===== src/rtl/frame_seq_ctrl.sv =====
// frame_seq_ctrl: once-per-frame sequencer for the receive test path.
// Runs the RAM-write stage and then the MAC-read stage, each through a
// four-phase fs/fd handshake. It also provides an optional inter-stage gap,
// a per-phase timeout, abort, a free-running loop mode, a frame counter and
// a state export for debug. All status outputs decode from registered state.
module frame_seq_ctrl #(
  parameter int unsigned GAP_CYC = 2,     // idle cycles between write release and read start
  parameter int unsigned TIMEOUT = 4096,  // max cycles per handshake phase, 0 disables
  parameter int unsigned TO_W    = 16     // counter width, must hold TIMEOUT and GAP_CYC
) (
  input  logic        clk,
  input  logic        rst,
  input  logic        start,
  input  logic        loop_en,
  input  logic        abort,
  input  logic        err_clr,
  output logic        fs_wr,
  input  logic        fd_wr,
  output logic        fs_rd,
  input  logic        fd_rd,
  output logic        busy,
  output logic        done,
  output logic        err,
  output logic [1:0]  err_code,
  output logic [15:0] frame_cnt,
  output logic [7:0]  so
);

  typedef enum logic [2:0] {
    StIdle  = 3'd0,
    StWr    = 3'd1,
    StWrRel = 3'd2,
    StGap   = 3'd3,
    StRd    = 3'd4,
    StRdRel = 3'd5,
    StDone  = 3'd6,
    StErr   = 3'd7
  } state_e;

  // Last count value of a timed phase and of the gap; only meaningful when
  // the corresponding parameter is non-zero.
  localparam logic [TO_W-1:0] ToLast  = TO_W'(TIMEOUT - 1);
  localparam logic [TO_W-1:0] GapLast = TO_W'(GAP_CYC - 1);

  state_e          state_q, state_d;
  logic [TO_W-1:0] cnt_q, cnt_d;
  logic [1:0]      err_code_q, err_code_d;
  logic [15:0]     frame_cnt_q;
  logic            timed;
  logic            to_hit;
  logic            frame_inc;

  // Handshake phases that are guarded by the timeout.
  always_comb begin
    timed = (state_q == StWr) || (state_q == StWrRel) ||
            (state_q == StRd) || (state_q == StRdRel);
    to_hit = (TIMEOUT != 0) && timed && (cnt_q == ToLast);
  end

  // Next state and error code; abort beats err_clr beats timeout beats handshake.
  always_comb begin
    state_d    = state_q;
    err_code_d = err_code_q;
    if (abort && (state_q != StIdle)) begin
      state_d = StIdle;
      if (state_q == StErr) begin
        err_code_d = 2'd0;
      end
    end else if (state_q == StErr) begin
      if (err_clr) begin
        state_d    = StIdle;
        err_code_d = 2'd0;
      end
    end else if (to_hit) begin
      // Timeout wins even if the awaited fd edge arrives in the same cycle.
      state_d    = StErr;
      err_code_d = ((state_q == StWr) || (state_q == StWrRel)) ? 2'd1 : 2'd2;
    end else begin
      unique case (state_q)
        StIdle: begin
          if (start) begin
            state_d = StWr;
          end
        end
        StWr: begin
          // fd_rd is not looked at here, so a spurious read done is ignored.
          if (fd_wr) begin
            state_d = StWrRel;
          end
        end
        StWrRel: begin
          if (!fd_wr) begin
            state_d = (GAP_CYC > 0) ? StGap : StRd;
          end
        end
        StGap: begin
          if (cnt_q == GapLast) begin
            state_d = StRd;
          end
        end
        StRd: begin
          if (fd_rd) begin
            state_d = StRdRel;
          end
        end
        StRdRel: begin
          if (!fd_rd) begin
            state_d = StDone;
          end
        end
        StDone: begin
          state_d = loop_en ? StWr : StIdle;
        end
        StErr: begin
          state_d = StErr;
        end
        default: begin
          state_d = StIdle;
        end
      endcase
    end
  end

  // Shared phase/gap counter: restarts on every state change.
  always_comb begin
    if (state_d != state_q) begin
      cnt_d = '0;
    end else if (timed || (state_q == StGap)) begin
      cnt_d = cnt_q + 1'b1;
    end else begin
      cnt_d = '0;
    end
  end

  // A frame counts only when DONE is left normally, not through abort.
  always_comb begin
    frame_inc = (state_q == StDone) && !abort;
  end

  // State, counter and error code registers.
  always_ff @(posedge clk or negedge rst) begin
    if (!rst) begin
      state_q    <= StIdle;
      cnt_q      <= '0;
      err_code_q <= 2'd0;
    end else begin
      state_q    <= state_d;
      cnt_q      <= cnt_d;
      err_code_q <= err_code_d;
    end
  end

  // Completed-frame counter, wraps naturally at 16 bits.
  always_ff @(posedge clk or negedge rst) begin
    if (!rst) begin
      frame_cnt_q <= 16'd0;
    end else if (frame_inc) begin
      frame_cnt_q <= frame_cnt_q + 16'd1;
    end
  end

  // Output decode from registered state only.
  always_comb begin
    fs_wr     = (state_q == StWr);
    fs_rd     = (state_q == StRd);
    busy      = (state_q != StIdle) && (state_q != StErr);
    done      = (state_q == StDone);
    err       = (state_q == StErr);
    so        = {5'd0, state_q};
    err_code  = err_code_q;
    frame_cnt = frame_cnt_q;
  end

endmodule


===== config.mk =====
export PLATFORM = sky130hd
export DESIGN_NAME = frame_seq_ctrl
export DESIGN_NICKNAME = d
export VERILOG_FILES = /design/src/rtl/frame_seq_ctrl.sv
export SDC_FILE = /design/constraint.sdc
export NUM_CORES = 1
export LEC_CHECK = 0
export ABC_AREA = 1
export CORE_AREA = 4 4 70 72
export CTS_BUF_LIST = sky130_fd_sc_hd__clkbuf_8
export CTS_CLUSTER_DIAMETER = 40
export DETAILED_ROUTE_END_ITERATION = 7
export DIE_AREA = 0 0 74 76
export PLACE_DENSITY_LB_ADDON = 0.2
export SLEW_MARGIN = 5
export SYNTH_ARGS = -nofsm -noshare
export SYNTH_HDL_FRONTEND = slang
export SYNTH_SLANG_ARGS = --single-unit

===== constraint.sdc =====
create_clock -name clk -period 4.1 [get_ports clk]
set_clock_uncertainty 0.1 [all_clocks]
set_input_delay 0.615 -clock clk [delete_from_list [all_inputs] [get_ports clk]]
set_output_delay 0.615 -clock clk [all_outputs]
set_load 0.03 [all_outputs]

* Word-level counts from Yosys, hierarchy flattened
Cells that the tools add are included.
Cells by class: equal/unequal tests 13, add/subtract/negate cells 2, reductions and logical operators 13, multiplexer cells 20
Operator list (number):
- adder 16 x 1 -> 16 bit, second input constant | 2
- 2-to-1 mux 16 bit | 2
- 2-to-1 mux 3 bit | 10
- case mux 3 bit (7 select lines) | 1
- == test 16 x 1 -> 1 bit, second input constant | 1
- == test 16 x 12 -> 1 bit, second input constant | 1
- == test 3 bit, second input constant | 4
- 2-to-1 mux 2 bit | 6
- == test 3 x 2 -> 1 bit, second input constant | 2
- logical AND 1 bit | 4
- logical OR 1 bit | 4
- == test 3 x 1 -> 1 bit, second input constant | 1
- logical NOT 3 bit | 1
- inequality test 3 x 2 -> 1 bit, second input constant | 1
- inequality test 3 bit | 1
- inequality test 3 bit, second input constant | 1
- AND reduction 3 bit | 1
- nonzero test 3 bit | 1
- inequality test 2 bit, second input constant | 1
- nonzero test 2 bit | 1
- logical NOT 1 bit | 1
- 2-to-1 mux 1 bit | 1
Storage, ports and cells: logic and storage cells 52, output and inout port bits 31, input bits 8, flip-flop bits (word level) 37

* Depth between registers and ports, before layout
Gate-level depths: netlist (run 1).
depth in word-level cells 10, gate-level depth with buffers 15, mapped depth without buffers 14

* Worst setup path after synthesis (run 1)
OpenSTA, ideal clock, no wires.
path kind register to register, from register state_q[2], to register cnt_q[12], stages on the path, launching flop included 13, data required time 3.930 ns, slack 2.032 ns, data arrival time 1.898 ns, library setup time 0.070 ns, path through dfrtp_1 buf_6 nand3_1 inv_1 nor2_4 nand2_1 nand2_1 nand2_1 nand2_2 nor2_4 nand2_4 buf_12 nor2_4
Between the ends: elaborated cells on any way between the ends 29
RTL lines:
- from (decl) | RTL line 45 | state_e state_q, state_d;
- from (signal assigned) | RTL line 143 | state_q <= StIdle;
- from (signal assigned) | RTL line 147 | state_q <= state_d;
- == test 3 bit
- via err | RTL line 23 | output logic err,
- 2-to-1 mux 3 bit | RTL line 69 | end else if (state_q == StErr) begin
- 2-to-1 mux 3 bit | RTL line 64 | if (abort && (state_q != StIdle)) begin
- inequality test 3 bit | RTL line 126 | if (state_d != state_q) begin
- 2-to-1 mux 16 bit | RTL line 126
- via cnt_d[12] | RTL line 46 | logic [TO_W-1:0] cnt_q, cnt_d;
- to (signal assigned) | RTL line 148 | cnt_q <= cnt_d;
- to (decl) | RTL line 46
The timed path passes the listed nets, and every way through them passes these cells. A chain may end at the register's enable or synchronous reset.

* Final worst setup path (run 1)
from register state_q[0], to output port err
Between the ends: word-level cells in the longest chain between the ends 1
RTL lines:
- == test 3 bit | RTL line 168 | err = (state_q == StErr);
- to (decl) | RTL line 23
Every way passes these cells.

==> impl_results.md, run 1 <==
* Final WL at 4.16 mm
* Die Footprint at 5620 um2
* Post-synth EDFFs at 0
* R2r setup slk at 1950 ps
* CP Cell Sequence: nand3_1 -> inv_1 -> clkdlybuf4s50_1
* CTS tree: yes
* Row cnt at 24
* Relative slew slack at 45.7%
* Vias in the first global route at 1678
* Top_reg_cell synth: dfrtp_1
* Vias/cell at 4.91
* Reg-to-reg endpoint: cnt_q[4]
* Utilization after layout at 63.8%
* Total number of vias at 1772
* Top cells by count, synth: nand2_1 (47), dfrtp_1 (37), inv_1 (32)
* Clk network pwr share at 23.6%
* CTS max path bufs at 2
* Dpl ws at 1680 ps
* Iter 0 DRT Violations at 73
* Clock-pin slew on the worst setup and hold paths at 70 ps
* Largest stage delay on the critical path at 700 ps
* Crit Path Category: reg -> out
* Skew-Pair Late Insertion Delay at 290 ps
* Crit end category: output pin
* First-pass GRT wire length at 7.36 mm
* Post-route ant nets at 0
* Final Cycle Share at 66.5%
* Register share of total power at 32.2%
* Synth Instances at 273
* Worst-path fanout max at 9
* Post-route setup TNS at 0 ps
* Endpoints failing hold at 0
* IO Port Bufs at 33
* Synthesis-stage register bit count at 37
* Yosys warning total at 0
* GR Util All Layers at 16.4%
* GRT Residual Overflow at 0
* WP data required at 3380 ps
* Die Wd at 74 um
* Post-synth top area share at 40.3%
* CP Launch Type: flop
* CTS Buf Count at 5
* Pint at 778 uW
* Post-CTS Resized at 0
* Largest net degree at the start of global routing at 38
* Antenna violations before repair at 0
* Fraction of registers with async set/reset at 100%
* Layout cells sized above 1 at 18.4%
* Clock sink count at 37
* RSZ-0062 raised after global routing: false
* Post-DP HPWL at 3.08 mm
* Gpl congestion at 0.840
* Net Sw Frac at 43.8%
* Crit-path slowest cell: clkdlybuf4s50_1
* Min-Delay Path Class: in -> async
* Most common cell in the netlist: nand2_1
* Cell taking the most area after synthesis: dfrtp_1
* Layout area overhead at 19.2%
* Post-Syn Area at 2300 um2
* P per Cell Area at 505 nW/um2
* F_max at 367 MHz
* Core area at 4290 um2
* Worst flop-to-flop path startpoint: cnt_q[0]
* Leak at 1.31 nW
* Syn Area/Cell at 8.42 um2
* Combinational power share at 44.2%
* Worst r2r path cells at 13
* Final setup fails at 0
* H-tree Lvls at 2
* Synth cell types at 35
* Fin crit period at 2730 ps
* Max Cap Viol at 0
* VDD IR-drop max at 0.423 mV
* Final WS setup at 1370 ps
* Top post-synthesis cells by area: dfrtp_1 (40%), nand2_1 (7.7%), nor2_4 (7.3%), nand3_1 (5.9%), inv_1 (5.2%)
* CTS Root Cell: clkbuf_8
* Cts hold-fix bufs at 0
* Die Y at 76 um
* Antenna Cells at 0
* Net Switching at 607 uW
* Initial Utilization at 53.5%
* Slew @ Worst Pin at 814 ps
* Crit path DAT at 2010 ps
* Post-CTS Setup Inserts at 0
* # DRC at 0
* WL/cell at 11.5 um
* Sequential share of the synthesized area at 40.3%
* Status: finished, final reports clean
* Pre-antenna DRT Iters at 4
* Max Slew Vio Count at 0
* Nets at 319
* Ports at 39
worst max path at each step:
stage / from / endpoint / slack (ps)
6_report: state_q[0] / err / 1370
5_1_grt: state_q[0] / err / 1230
4_1_cts: state_q[0] / err / 1360
3_5_place_dp: state_q[0] / err / 1680
3_3_place_gp: state_q[0] / err / 1700
2_1_floorplan: state_q[2] / cnt_q[12] / 2030
layer usage:
metal / routed length [um] / track usage [%] / vias to the layer above
li1: - / - / 923
met1: 1890 / 21.8 / 801
met2: 1990 / 25.6 / 41
met3: 226 / 4.88 / 7
met4: 54 / 4.89 / 0
met5: 0 / 0 / -
kinds of logic (layout without fill, tap and decap cells):
| kind of cell | after synthesis | in the layout | share of synthesized area (%) |
|---|---|---|---|
| flip-flops | 37 | 37 | 40.3 |
| adder cells (fa/ha/maj) | 3 | 3 | 1.63 |
| AO/OA/AOI/OAI | 16 | 16 | 4.03 |
| XOR/XNOR | 16 | 16 | 6.10 |
| buffers and inverters | 47 | 79 | 10.1 |
| other | 1 | 5 | 0.163 |
| AND/OR/NAND/NOR | 152 | 152 | 37.2 |
| multiplexers | 1 | 1 | 0.490 |
layout by cell type (no fill, tap or decap), types with 3 or more instances in the layout:
master | Yosys | layout
clkbuf_8 | 0 | 6
xnor2_1 | 9 | 9
nand2_1 | 47 | 47
dfrtp_1 | 37 | 37
nand3_1 | 27 | 27
nor2_1 | 25 | 25
nand2_2 | 8 | 8
ha_1 | 3 | 3
a21oi_1 | 5 | 5
inv_2 | 4 | 4
clkdlybuf4s50_1 | 0 | 32
o21ai_0 | 7 | 7
nand3_2 | 3 | 3
inv_1 | 32 | 32
nand3b_1 | 3 | 3
nor2_4 | 15 | 15
nor2_2 | 4 | 4
xor2_1 | 7 | 7
or2_2 | 4 | 4
conb_1 | 1 | 5
nand4_1 | 8 | 8
registers in the layout, summed over array words and instances, names as in the netlist:
signal and count:
frame_cnt 16, err_code 2, state_q 3, cnt_q 16
metrics by stage:
stage / hold slack (ps) / cells / instance area (um2) / power, mW
after floorplan: 219 / 277 / 2310 / 0.966
after global placement: 362 / 353 / 2620 / 1.07
after detailed placement: 367 / 353 / 2620 / 1.07
after CTS: 346 / 361 / 2740 / 1.40
after global routing: 382 / 361 / 2740 / 1.48
final: 320 / 361 / 2740 / 1.38
cell type report:
type	count	area (um2)
clock buffer	6	82.6
clock inverter	2	37.5
fill	370	1550
inverter	38	148
multi-input combinational	193	1160
sequential	37	926
tap	52	65.1
timing repair buffer	33	325
critical path, delay by kind of cell (launching register included):
kind	cells	cell delay, ps
buf+inv	2	880
flops	1	570
simple gates	1	270
power by group through the flow:
stage               Sequential [mW]  Combinational (mW)  Clock (mW)
finish                        0.446               0.612       0.327
global route                  0.452               0.671       0.353
CTS                           0.446               0.618       0.336
detailed placement            0.452               0.616           0
global placement              0.454               0.617           0
floorplan                     0.486               0.479           0
(Power assumes the default switching activity.)
==> inputs of run 2 (changes only) <==
- clock period: 4.1 -> 2.81 ns (I/O delays scaled with it)
==> run 2 against run 1 <==
Against the previous run:
- die area unchanged
- clock power rose by 47%
- flip-flop and latch count is the same
- worst setup slack lost 1100 ps
- register-to-register slack got worse by 1300 ps
- first-iteration DRC count shrank 16%
- combinational power increased by 45%
- sequential power grew 46%
- power is 46% higher
- core utilization unchanged
- final area is the same
==> impl_results.md, run 2 (synthesized netlist as in run 1, its figures left out) <==
* Buf+Inv Stages, Crit Path at 2 (unchanged)
* WP data required at 2290 ps (-1090 ps)
* Final Cycle Share at 90.1%
* IO Port Bufs at 33 (unchanged)
* Dpl ws at 598 ps (-1090 ps)
* Crit-path slowest cell: clkdlybuf4s50_1
* Leak at 1.31 nW (unchanged)
* Final WS setup at 278 ps (-1090 ps)
* Gpl congestion at 0.840 (about the same)
* Commonest non-fill, non-tap cells in the layout: nand2_1 (47), dfrtp_1 (37), inv_1 (32), clkdlybuf4s50_1 (32), nand3_1 (27)
* Die Footprint at 5620 um2 (unchanged)
* Min-Delay Path Class: in -> async
* Status: finished, final reports clean
* WL/cell at 11.4 um (-0.70%)
* Final setup fails at 0 (unchanged)
* Fillers at 386 (+4.3%)
* P per Cell Area at 738 nW/um2 (+46%)
* F_max at 395 MHz
* Clock sink count at 37 (unchanged)
* Ports at 39 (unchanged)
* Pre-antenna DRT Iters at 4 (unchanged)
* Post-route ant nets at 0 (unchanged)
* Core area at 4290 um2 (unchanged)
* Die Y at 76 um (unchanged)
* Largest stage delay on the critical path at 700 ps (about the same)
* Crit path DAT at 2010 ps (about the same)
* Largest net degree at the start of global routing at 38 (unchanged)
* Initial Utilization at 53.5% (unchanged)
* Clock-pin slew on the worst setup and hold paths at 70 ps (about the same)
* CTS Root Cell: clkbuf_8
* Layout cells sized above 1 at 18.4% (unchanged)
* Final instance area at 2740 um2 (unchanged)
* Worst flop-to-flop path startpoint: cnt_q[0]
* Vias/cell at 4.83 (-1.6%)
* Antenna Cells at 0 (unchanged)
* Crit Path Category: reg -> out
* Post-route setup TNS at 0 ps (unchanged)
* H-tree Lvls at 2 (unchanged)
* # DRC at 0 (unchanged)
* Delay-heaviest family, CP: buffers and inverters
* Max Slew Vio Count at 0 (unchanged)
* GR Util All Layers at 16.6% (+0.14 points)
* Nets at 319 (unchanged)
* First-pass GRT wire length at 7.35 mm (about the same)
* Crit end category: output pin
* Die Wd at 74 um (unchanged)
* Skew-Pair Late Insertion Delay at 290 ps (about the same)
* Antenna violations before repair at 0 (unchanged)
* Layout area overhead at 19.2% (unchanged)
* Utilization after layout at 63.8% (unchanged)
* VDD IR-drop max at 0.781 mV (+84%)
* CP Cell Sequence: nand3_1 -> inv_1 -> clkdlybuf4s50_1
* Vias in the first global route at 1672 (-0.36%)
* CTS tree: yes
* Post-DP HPWL at 3.08 mm (-0.13%)
* RSZ-0062 raised after global routing: false
* CTS Buf Count at 5 (unchanged)
* Iter 0 DRT Violations at 61 (-16%)
* Total number of vias at 1743 (-1.6%)
* Relative slew slack at 46.3% (+0.56 points)
* Cts hold-fix bufs at 0 (unchanged)
* Fin cells at 361 (unchanged)
* Slew @ Worst Pin at 806 ps (-8.35 ps)
* Post-CTS Setup Inserts at 0 (unchanged)
* Commonest non-fill, non-tap cell in the layout: nand2_1
* Post-CTS Resized at 0 (unchanged)
* Fin crit period at 2530 ps
* Max Cap Viol at 0 (unchanged)
* CTS max path bufs at 2 (unchanged)
* Row cnt at 24 (unchanged)
* CP Launch Type: flop
* Worst Setup SP: state_q[0]
* Worst-path fanout max at 9 (unchanged)
* Cell count after placement at 353 (unchanged)
* Endpoints failing hold at 0 (unchanged)
* DP Area at 2620 um2 (unchanged)
* Final WL at 4.13 mm (-0.70%)
* GRT Residual Overflow at 0 (unchanged)
run 2: cell counts in the layout (fill, tap and decap cells not counted):
Identical to the previous run, type by type.
run 2: report_power, final:
part           total (mW)  switching (mW)  internal, mW
clock network       0.482           0.194         0.289
registers           0.650          0.0717         0.578
logic               0.889           0.621         0.268
total                2.02           0.887          1.13
run 2: worst paths after layout:
check                           cells after the start            end  slack, ps
worst min register to register                      1  frame_cnt[15]        370
worst max-delay path                                3            err        280
worst min-delay path                                1       cnt_q[2]        110
max in group asynchronous                           1       cnt_q[7]       1980
min in group clk                                    1  frame_cnt[15]        370
worst max register to register                     13       cnt_q[0]        680
run 2: through the flow:
step / power, mW / hold WS [ps]
6_report: 2.02 / 114
5_1_grt: 2.16 / 195
4_1_cts: 2.04 / 153
3_5_place_dp: 1.56 / 367
3_3_place_gp: 1.56 / 362
2_1_floorplan: 1.41 / 25.9
run 2: metal layers:
layer  share of wire, %  wire length, um  global-route usage (%)
met3                4.8              197                    4.88
met2                 47             1950                    25.7
met1                 47             1930                    21.9
met4                1.4               58                    5.43
met5                  0                0                       0
run 2: layout make-up:
class                   count  area [um2]  area share (%)
well taps                  52        65.1            2.37
clock inverters             2        37.5            1.37
repair buffers             33         325            11.9
flip-flops and latches     37         926            33.8
inverters                  38         148            5.39
multi-input cells         193        1160            42.2
clock buffers               6        82.6            3.01
==> inputs of run 3 (changes only) <==
- PLACE_DENSITY_LB_ADDON: 0.2 -> 0.05
==> run 3 against run 2 <==
Against the previous run:
- hold slack improved by 4.1 ps
- sequential share of layout area increased by 0.062 points
- highest routed layer unchanged
- final cell count unchanged
- critical endpoint unchanged
- power decreased by 0.65%
- clock power decreased by 3%
- maximum frequency increased by 0.86%
- count of clock-buffer cells in the layout decreased by 1
- final area decreased by 0.18%
==> impl_results.md, run 3 (synthesized netlist as in run 1, its figures left out) <==
* Die Footprint at 5620 um2 (unchanged)
* Final WL at 4.24 mm (+2.7%)
* Layout cells sized above 1 at 18.4% (unchanged)
* Skew-Pair Late Insertion Delay at 290 ps (about the same)
* Relative slew slack at 46.1% (-0.21 points)
* CTS tree: yes
* Worst-path fanout max at 9 (unchanged)
* CTS max path bufs at 2 (unchanged)
* Post-route ant nets at 0 (unchanged)
* Total number of vias at 1779 (+2.1%)
* WL/cell at 11.7 um (+2.7%)
* Antenna violations before repair at 0 (unchanged)
* Post-CTS Resized at 0 (unchanged)
* Core area at 4290 um2 (unchanged)
* Fin cells at 361 (unchanged)
* Ports at 39 (unchanged)
* Status: finished, final reports clean
* Gpl congestion at 0.845 (+0.56%)
* Clock sink count at 37 (unchanged)
* PnR Total Power at 2.01 mW (-0.65%)
* Slew @ Worst Pin at 809 ps (+3.12 ps)
* Cts hold-fix bufs at 0 (unchanged)
* Crit end category: output pin
* Worst hold slack at 118 ps (+4.11 ps)
* CTS Buf Count at 5 (unchanged)
* Post-route setup TNS at 0 ps (unchanged)
* CTS Root Cell: clkbuf_8
* Post-CTS Setup Inserts at 0 (unchanged)
* Final instance area at 2740 um2 (-0.18%)
* Fillers at 394 (+2.1%)
* Largest stage delay on the critical path at 690 ps (about the same)
* Final WS setup at 300 ps (+21.5 ps)
* Iter 0 DRT Violations at 86 (+41%)
* Clock-pin slew on the worst setup and hold paths at 80 ps (about the same)
* Commonest non-fill, non-tap cells in the layout: nand2_1 (47), dfrtp_1 (37), inv_1 (32), clkdlybuf4s50_1 (32), nand3_1 (27)
* GRT Residual Overflow at 0 (unchanged)
* # DRC at 0 (unchanged)
* Vias/cell at 4.93 (+2.1%)
* Final setup fails at 0 (unchanged)
* CP Launch Type: flop
* Crit-path slowest cell: clkdlybuf4s50_1
* Die Wd at 74 um (unchanged)
* Nets at 319 (unchanged)
* Endpoints failing hold at 0 (unchanged)
* RSZ-0062 raised after global routing: false
* Commonest non-fill, non-tap cell in the layout: nand2_1
* Fin crit period at 2510 ps (-21.5 ps)
* Initial Utilization at 53.5% (unchanged)
* Crit path DAT at 1990 ps (-20 ps)
* Crit Path Category: reg -> out
* Layout area overhead at 19.0%
* WP data required at 2290 ps (about the same)
* CP Cell Sequence: nand3_1 -> inv_1 -> clkdlybuf4s50_1
* Max Slew Vio Count at 0 (unchanged)
* Post-DP HPWL at 3.14 mm (+2.3%)
* Pre-antenna DRT Iters at 4 (unchanged)
* Delay-heaviest family, CP: buffers and inverters
* DP Area at 2620 um2 (unchanged)
* Cell count after placement at 353 (unchanged)
* H-tree Lvls at 2 (unchanged)
* IO Port Bufs at 33 (unchanged)
* Max Cap Viol at 0 (unchanged)
* Antenna Cells at 0 (unchanged)
* Min-Delay Path Class: in -> async
* Die Y at 76 um (unchanged)
* First-pass GRT wire length at 7.73 mm (+5.2%)
* VDD IR-drop max at 0.726 mV (-7.0%)
* Vias in the first global route at 1756 (+5.0%)
* GR Util All Layers at 17.1% (+0.56 points)
* Row cnt at 24 (unchanged)
* Final Cycle Share at 89.3% (-0.76 points)
* F_max at 398 MHz (+0.86%)
* Largest net degree at the start of global routing at 38 (unchanged)
* Leak at 1.31 nW (-0.23%)
* Buf+Inv Stages, Crit Path at 2 (unchanged)
* Dpl ws at 616 ps (+17.8 ps)
* P per Cell Area at 734 nW/um2 (-0.46%)
* Utilization after layout at 63.7% (-0.12 points)
[run 3: cell count changes in the layout (fill, tap and decap cells not counted)]
cell and delta:
clkbuf_8 -1, clkinv_4 +1
[run 3: final timing paths]
| path | start | slack (ps) | to | cells past startpoint |
|---|---|---|---|---|
| min | rst | 120 | cnt_q[4] | 1 |
| max in group asynchronous | rst | 1980 | frame_cnt[2] | 1 |
| min reg2reg | frame_cnt[15] | 370 | frame_cnt[15] | 1 |
| min in group clk | frame_cnt[15] | 370 | frame_cnt[15] | 1 |
| max | state_q[0] | 300 | err | 3 |
| max reg2reg | cnt_q[0] | 660 | cnt_q[4] | 13 |
[run 3: area by class of cell]
cell class	instances	area (um2)	share of cell area, %
well taps	52	65.1	2.38
inverters	38	148	5.40
multi-input cells	193	1160	42.3
repair buffers	33	325	11.9
clock inverters	3	46.3	1.69
clock buffers	5	68.8	2.52
flip-flops and latches	37	926	33.9
[run 3: worst reg2reg max path, stage by stage, from the launching register on]
cell and delay, ps:
dfrtp_1 420, ha_1 200, nand3_1 170, nor2_4 180, nand2_2 80, nor2_4 110
nor2_4 50, nand2_2 70, nand2_1 60, nand2_1 70, nand2_2 70, nor2_4 120
nand2_4 210, nor2_1 160
[run 3: where the power goes]
group / leakage, nW / internal, mW / switching (mW)
sequential: 0.500 / 0.578 / 0.0711
clock: 0.0543 / 0.266 / 0.201
combinational: 0.756 / 0.268 / 0.625
total: 1.31 / 1.11 / 0.897
[run 3: per-layer routing]
layer / vias up / track usage, % / wire length (um)
li1: 927 / - / -
met4: 0 / 4.35 / 46
met1: 813 / 22.8 / 2060
met3: 5 / 4.35 / 151
met5: - / 0 / 0
met2: 34 / 27.5 / 1980
